### src/rtl/vcb_mod_udl.sv
// Modulo-MOD up/down counter with set, saturating load, cascade enable and optional one-shot stop.
// Priority per edge is r, s, ld, count, hold; TC and CEO are combinational from Q and the live inputs.
module vcb_mod_udl #(
    parameter int              WIDTH   = 4,
    parameter longint unsigned MOD     = 16,
    parameter bit              ONESHOT = 1'b0
) (
    input  logic             clk,
    input  logic             r,
    input  logic             ce,
    input  logic             up,
    input  logic             s,
    input  logic             ld,
    input  logic [WIDTH-1:0] d,
    output logic [WIDTH-1:0] Q,
    output logic             TC,
    output logic             CEO,
    output logic             done
);

    localparam logic [WIDTH-1:0] MAX = WIDTH'(MOD - 64'd1);

    // Declaration initialisers give the power-up state Q=0, done=0.
    logic [WIDTH-1:0] r_q    = '0;
    logic             r_done = 1'b0;

    logic w_tc;
    logic w_override;
    logic w_step;

    assign w_tc       = (up && (r_q == MAX)) || (!up && (r_q == '0));
    assign w_override = r | s | ld;
    assign w_step     = ce & ~r_done;

    always_ff @(posedge clk) begin
        if (r) begin
            r_q    <= '0;
            r_done <= 1'b0;
        end else if (s) begin
            r_q    <= MAX;
            r_done <= 1'b0;
        end else if (ld) begin
            r_q    <= (d > MAX) ? MAX : d;
            r_done <= 1'b0;
        end else if (w_step) begin
            // In one-shot mode the terminal step freezes Q instead of wrapping.
            if (ONESHOT && w_tc) begin
                r_done <= 1'b1;
            end else if (up) begin
                r_q <= (r_q == MAX) ? '0 : r_q + 1'b1;
            end else begin
                r_q <= (r_q == '0) ? MAX : r_q - 1'b1;
            end
        end
    end

    assign Q    = r_q;
    assign TC   = w_tc;
    assign CEO  = ce & w_tc & ~r_done & ~w_override;
    assign done = r_done;

endmodule

### config.mk
export PLATFORM = sky130hd
export DESIGN_NAME = vcb_mod_udl
export DESIGN_NICKNAME = d
export VERILOG_FILES = /design/src/rtl/vcb_mod_udl.sv
export SDC_FILE = /design/constraint.sdc
export NUM_CORES = 1
export LEC_CHECK = 0
export ABC_CLOCK_PERIOD_IN_PS = 2700
export CORE_AREA = 2 2 39 41
export DETAILED_ROUTE_END_ITERATION = 12
export DIE_AREA = 0 0 41 43
export HOLD_SLACK_MARGIN = 0.15
export PLACE_DENSITY = 0.62
export SLEW_MARGIN = 10
export SYNTH_ARGS = -nofsm -noshare
export SYNTH_HDL_FRONTEND = slang
export SYNTH_SLANG_ARGS = --single-unit
### constraint.sdc
create_clock -name clk -period 2.7 [get_ports clk]
set_clock_uncertainty 0.2 [all_clocks]
set_input_delay 0.675 -clock clk [delete_from_list [all_inputs] [get_ports clk]]
set_output_delay 0.675 -clock clk [all_outputs]
set_load 0.005 [all_outputs]
### Word-level counts from Yosys, hierarchy flattened

Cells that the tools add are included.

| storage, ports and cells | value |
|---|---|
| register bits after elaboration | 4 |
| output and inout port bits | 7 |
| logic and storage cells | 23 |

| cells by class | value |
|---|---|
| add/subtract/negate cells | 2 |
| magnitude comparators | 1 |
| eq/ne operators | 1 |
| mux-type cells | 7 |
| bitwise gates (word level) | 5 |
| reduce and logical (&&, ||, !) cells | 6 |

Operators by type and width:

| operator | number |
|---|---|
| $mux 4 | 7 |
| $add 4x1->4 const B | 1 |
| $eq 4x4->1 const B | 1 |
| $gt 4x4->1 const B | 1 |
| $logic_not 4->1 | 1 |
| $sub 4x1->4 const B | 1 |
| $reduce_bool 3->1 | 1 |
| $and 1x1->1 | 2 |
| $logic_and 1x1->1 | 2 |
| $or 1x1->1 | 2 |
| $logic_not 1->1 | 1 |
| $logic_or 1x1->1 | 1 |
| $not 1->1 | 1 |

### Longest topological paths before layout

Gate-level depths: netlist (run 1).

| logic depth | value |
|---|---|
| word-level depth | 6 |
| depth in mapped cells | 6 |

### Worst setup path after synthesis (run 1)

Ideal clock, no wire load.

| timing | value |
|---|---|
| path type | register -> output |
| from | register r_q[0], in the netlist Q[0] |
| to | output port CEO |
| arrival | 1296 ps |
| required time | 1825 ps |
| setup slack | 529 ps |
| stages on the path, launching flop included | 6 |
| cells stage by stage | dfxtp_1 > inv_2 > ha_1 > inv_1 > o41ai_1 > and4b_1 |

| on the way | value |
|---|---|
| word-level cells in the longest chain between the ends | 5 |
| elaborated cells on any way between the ends | 7 |
| those cells by class | eq/ne (1); bitwise (2); reduce/logical (4) |

RTL lines:

| item | line | RTL |
|---|---|---|
| from (decl) | 24 | `logic [WIDTH-1:0] r_q = '0;` |
| from (signal assigned) | 43 | `r_q <= (d > MAX) ? MAX : d;` |
| from (signal assigned) | 50 | `r_q <= (r_q == MAX) ? '0 : r_q + 1'b1;` |
| from (signal assigned) | 52 | `r_q <= (r_q == '0) ? MAX : r_q - 1'b1;` |
| $eq 4x4->1 / $logic_not 4->1 (equally long branches) | 31 | `assign w_tc = (up && (r_q == MAX)) \|\| (!up && (r_q == '0));` |
| $logic_and 1x1->1 | 31 |  |
| $logic_or 1x1->1 * | 31 |  |
| net TC | 16 | `output logic TC,` |
| $and 1x1->1 * (2 in a row) | 59 | `assign CEO = ce & w_tc & ~r_done & ~w_override;` |
| to (decl) | 17 | `output logic CEO,` |

The timed path passes the listed nets; every way through them passes the cells marked *.

### Final worst setup path (run 1)

| timing | value |
|---|---|
| from | input port up |
| to | output port CEO |

| on the way | value |
|---|---|
| word-level cells in the longest chain between the ends | 5 |
| elaborated cells on any way between the ends | 6 |
| those cells by class | bitwise (2); reduce/logical (4) |

RTL lines:

| item | line | RTL |
|---|---|---|
| from (decl) | 11 | `input logic up,` |
| $logic_not 1->1 | 31 |  |
| $logic_and 1x1->1 | 31 |  |
| $logic_or 1x1->1 * | 31 |  |
| $and 1x1->1 * (2 in a row) | 59 |  |

Mark *: on every way between the ends. The rest lies on a longest branch, timed or not.

==> results of run 1 <==
worst max path at each step:
stage	startpoint	end	slack, ns	cells after the start
floorplan	Q[0]	CEO	0.53	5
global placement	up	CEO	-0.42	4
detailed placement	up	CEO	-0.44	4
CTS	up	CEO	0.05	4
global route	Q[0]	CEO	0.06	6
finish	up	CEO	0.16	4
metal layers:
layer	global-route usage, %	wire length, µm	up-vias
met5	0	0	-
met4	6.00	0	0
met3	3.66	51	0
met2	24.7	540	13
met1	16.8	415	177
li1	-	-	212
worst reg2reg max path, delay by kind of cell (launching register included):
family | cells | cell delay [ns]
buf+inv | 1 | 0.16
flops | 1 | 0.34
simple gates | 1 | 0.15
compound gates | 3 | 0.83
timing repair:
item,4_1_cts,5_1_grt
resized for setup,4,0
setup endpoints to repair,2,1
pin swaps,2,1
buffers inserted,0,0
where the power goes:
group / internal [mW] / leakage [nW] / total (mW) / switching, mW
logic: 0.0543 / 0.241 / 0.0925 / 0.0382
clock network: 0.0496 / 0.0138 / 0.0721 / 0.0225
registers: 0.0648 / 0.0336 / 0.0692 / 0.00443
total: 0.169 / 0.289 / 0.234 / 0.0651
metrics by stage:
step	utilization (%)	instance area, µm²	cells
floorplan	-	352	42
global placement	43.1	597	83
detailed placement	43.1	597	83
CTS	45.0	623	86
global route	45.0	623	86
finish	45.0	623	86
cell families after synthesis:
| family | after synthesis | share of synthesized area, % |
|---|---|---|
| flip-flops | 4 | 22.8 |
| XOR/XNOR | 3 | 7.47 |
| multiplexers | 3 | 8.90 |
| AO/OA/AOI/OAI | 11 | 25.3 |
| other | 1 | 1.07 |
| AND/OR/NAND/NOR | 11 | 18.9 |
| adder cells (fa/ha/maj) | 2 | 7.12 |
| buffers and inverters | 7 | 8.54 |
final cells by class:
type,instances,area (µm²)
tap,16,20.0
clock buffer,3,22.5
fill,151,761
inverter,6,22.5
timing repair buffer,26,229
multi-input combinational,31,249
sequential,4,80.1
cells in the final DEF (no fill, tap or decap), types with 2 or more instances in the layout:
cell             count
a21oi_1              2
xnor2_1              2
buf_4               11
nor3b_1              2
inv_2                2
clkbuf_4             3
dfxtp_1              4
nor2_1               4
inv_1                4
ha_1                 2
a211oi_1             3
clkdlybuf4s50_1     12
dlygate4sd2_1        3
mux2i_1              2
==> impl_metrics.tcl, run 1 <==
set metrics [dict create \
    maxSlewViolCount 0 \
    rsz0062_at_grt "false" \
    cap_violations 0 \
    clock-sinks 4 \
    critPathCaptureType "output port" \
    synthArstFlopShare_pct 0 \
    largest_reg_flops 4 \
    cp_slowest_stage_delay_ns 0.26 \
    clkLatencyLatePin_ns 0.23 \
    gp_congestion 0.763 \
    cts_buffer_depth 2 \
    yosysSeqAreaShare_pct 22.8 \
    hold_ws_ns 0.514 \
    cp_max_fo 3 \
    fmaxAchievable_ghz 0.393 \
    grt_overflow 0 \
    h-tree-depth 1 \
    rows 14 \
    cpMostUsedCell "dlygate4sd2_1" \
    antenna_left 0 \
    dp_slack_ns -0.445 \
    grt_max_degree 7 \
    finalHoldViolCount 0 \
    synth_top_cell_area_share_pct 22.8 \
    ys_types 25 \
    cellLeakagePower_nw 0.289 \
    ys_warn_count 0 \
    arrival_ns 1.67 \
    synth_area_um2 352 \
    remaining_drc_errors 0 \
    synth_area_per_cell_um2 8.37 \
    fin_crit_sh_pct 94.2 \
    cts_tree "built" \
    syn_inst 42 \
    clk_pin_slew_ns 0.04 \
    status "finished clean" \
    drt-pass1-iter-count 1 \
    die_h_um 43 \
    reg2reg_slack_ns 0.93 \
    area.growth.synth_to_final_pct 77.2 \
    crit_chain "dlygate4sd2_1 -> o41ai_2 -> and4b_1 -> dlygate4sd2_1" \
    cts_root_buf "clkbuf_4" \
    coreArea_mm2 0.00138 \
    rr_worst_depth 5 \
    cts_hold_buf 0 \
    crit_required_ns 1.82 \
    yosys.area.top_type "dfxtp_1" \
    ys_ff_latch 4 \
    start_util_pct 25.4 \
    synth_common_cells "4 x dfxtp_1, 4 x inv_1, 4 x nor2_1" \
    synth_edf_count 0 \
    synth_flop_cell "dfxtp_1" \
    hold_start "Q[1]" \
    synth_area_leaders "dfxtp_1 23%, ha_1 7.1%, a211oi_1 6.4%" \
    first_iter_violations 0 \
    die-width_um 41 \
    dpl.hpwl_um 855 \
    fin_crit_ns 2.54 \
    peakVddDrop_uv 295 \
    ios 17 \
    synth_fp_nets 54 \
    port_buffers 15 \
    min-delay-path-class "reg2reg" \
    crit_family "buffers and inverters" \
    rr_endpoint "Q[3]" \
    antenna_found_initial 0 \
    slowest_stage "dlygate4sd2_1" \
    antenna_cells 0 \
    die_area_mm2 0.00176 \
    rr_startpoint "Q[3]" \
    grt_pass1_wl_um 1760 \
    crit_buf_inv 2 \
    vias 402 \
    avgViaCountPerCell 4.67 \
    worstSetupStartpointType "primary input" \
    grtUsageTotal_pct 14.8 \
    wl_per_cell_um 11.7 \
    fin_nets 84 \
    routed_wl_um 1010 \
    critPathKind "in2out" \
    cts_buffers 3 \
    hold_end "Q[1]" \
    setup_viol 0 \
    hold_depth 3 \
    grt_pass1_vias 420 \
    fin_ws_ns 0.158 \
    cellPowerDensity_mw_per_mm2 375 \
    fin_setup_tns_ns 0 \
    p_total_uw 234 \
    drive_gt1_share_pct 27.1 \
]
No activity file was read; power rests on OpenSTA's default activity.
==> run 2: changes to the inputs <==
ABC_CLOCK_PERIOD_IN_PS = default   (was 2700)
==> results of run 2 <==
Final layout, timing and power as in run 1 (identical DEF).
==> run 3: changes to the inputs <==
DONT_BUFFER_PORTS = 1   (was default)
GPL_ROUTABILITY_DRIVEN = 0   (was default)
PLACE_DENSITY = 0.42   (was 0.62)
==> run 3 against run 2 <==
Compared with the run above: fmax is 4.1% higher; critical path depth increased by 1; combinational power decreased by 54%; final cell count is 29% lower; design area shrank 36%; register-to-register slack got worse by 0.06 ns; highest routed layer is now met4; largest power group is now sequential cells.
==> impl_metrics.tcl, run 3 (synthesized netlist as in run 1, its figures left out) <==
set metrics [dict create \
    grt_pass1_wl_um 1410 \
    avgViaCountPerCell 5.30 \
    die-width_um 41 \
    worstSetupStartpointType "register" \
    ios 17 \
    hold_start "r" \
    cts_root_buf "clkbuf_4" \
    cts_hold_buf 0 \
    arrival_ns 1.57 \
    fin_cells 61 \
    routed_wl_um 867 \
    placedCellCount 58 \
    cap_violations 0 \
    rr_startpoint "Q[0]" \
    port_buffers 0 \
    critPathCaptureType "output port" \
    grt_max_degree 9 \
    clk_pin_slew_ns 0.04 \
    rows 14 \
    layout_common_cells "4 x dfxtp_1, 4 x inv_1, 4 x nor2_1" \
    h-tree-depth 1 \
    hold_depth 1 \
    grt_pass1_vias 348 \
    first_iter_violations 1 \
    min-delay-path-class "in2reg" \
    die_area_mm2 0.00176 \
    crit_start "Q[0]" \
    fin_crit_sh_pct 90.5 \
    rr_worst_depth 5 \
    rr_endpoint "Q[3]" \
    cts_buffers 3 \
    status "finished clean" \
    fin_setup_tns_ns 0 \
    antenna_cells 0 \
    fin_crit_ns 2.44 \
    rsz0062_at_grt "false" \
    antenna_left 0 \
    setup_viol 0 \
    cts_buffer_depth 2 \
    die_h_um 43 \
    critPathKind "reg2out" \
    grtUsageTotal_pct 12.4 \
    reg2reg_slack_ns 0.87 \
    drt-pass1-iter-count 2 \
    hold_end "Q[3]" \
    crit_required_ns 1.82 \
    cp_slowest_stage_delay_ns 0.38 \
    finalHoldViolCount 0 \
    remaining_drc_errors 0 \
    area.growth.synth_to_final_pct 14.2 \
    cp_max_fo 7 \
    fin_util_pct 29.0 \
    wl_per_cell_um 14.2 \
    dpl.hpwl_um 702 \
    antenna_found_initial 0 \
    drive_gt1_share_pct 20.0 \
    largest_reg_flops 4 \
    start_util_pct 25.4 \
    maxSlewViolCount 0 \
    crit_chain "inv_2 -> ha_1 -> inv_1 -> o41ai_2 -> and4b_1" \
    peakVddDrop_uv 198 \
    cts-resized-gates 0 \
    clock-sinks 4 \
    cellLeakagePower_nw 0.172 \
    coreArea_mm2 0.00138 \
    fmaxAchievable_ghz 0.409 \
    clkLatencyLatePin_ns 0.23 \
    post_cts_buffers 0 \
    p_total_uw 192 \
    slowest_stage "dfxtp_1" \
    fin_nets 59 \
    cellPowerDensity_mw_per_mm2 477 \
    grt_overflow 0 \
    cts_tree "built" \
    vias 323 \
]
[run 3: layout make-up]
type	instances	area, µm²
fillers	163	982
multi-input cells	31	249
flip-flops and latches	4	80.1
clock buffers	3	22.5
inverters	6	22.5
well taps	16	20.0
repair buffers	1	7.51
[run 3: power breakdown]
group,switching (mW),internal [mW],total (mW)
logic,0.0196,0.0230,0.0426
registers,0.0115,0.0649,0.0763
clock network,0.0232,0.0496,0.0728
total,0.0542,0.137,0.192
[run 3: worst max path at each step]
stage | endpoint | depth (start not counted)
after global routing | CEO | 5
after CTS | CEO | 5
final | CEO | 5
after global placement | CEO | 5
after detailed placement | CEO | 5
after floorplan | CEO | 5
[run 3: per-stage QoR]
step / cell area, µm² / setup slack [ns] / hold slack (ns)
2_1_floorplan: 352 / 0.529 / 0.395
3_3_place_gp: 372 / 0.379 / 0.444
3_5_place_dp: 372 / 0.345 / 0.451
4_1_cts: 394 / 0.0908 / 0.297
5_1_grt: 402 / 0.117 / 0.292
6_report: 402 / 0.258 / 0.304
[run 3: critical path, delay by kind of cell, from the launching register on]
family	cells	cell delay [ns]
AOI/OAI and AO/OA	1	0.33
adders and majority gates	1	0.19
buffers and inverters	2	0.15
and+or+nand+nor	1	0.27
DFF	1	0.38
[run 3: metal layers]
| metal | routed length, µm | global-route usage (%) | vias to the layer above |
|---|---|---|---|
| met1 | 348 | 13.1 | 143 |
| met5 | 0 | 0 | - |
| met2 | 405 | 17.5 | 16 |
| met3 | 85 | 4.71 | 4 |
| li1 | - | - | 160 |
| met4 | 27 | 12.0 | 0 |
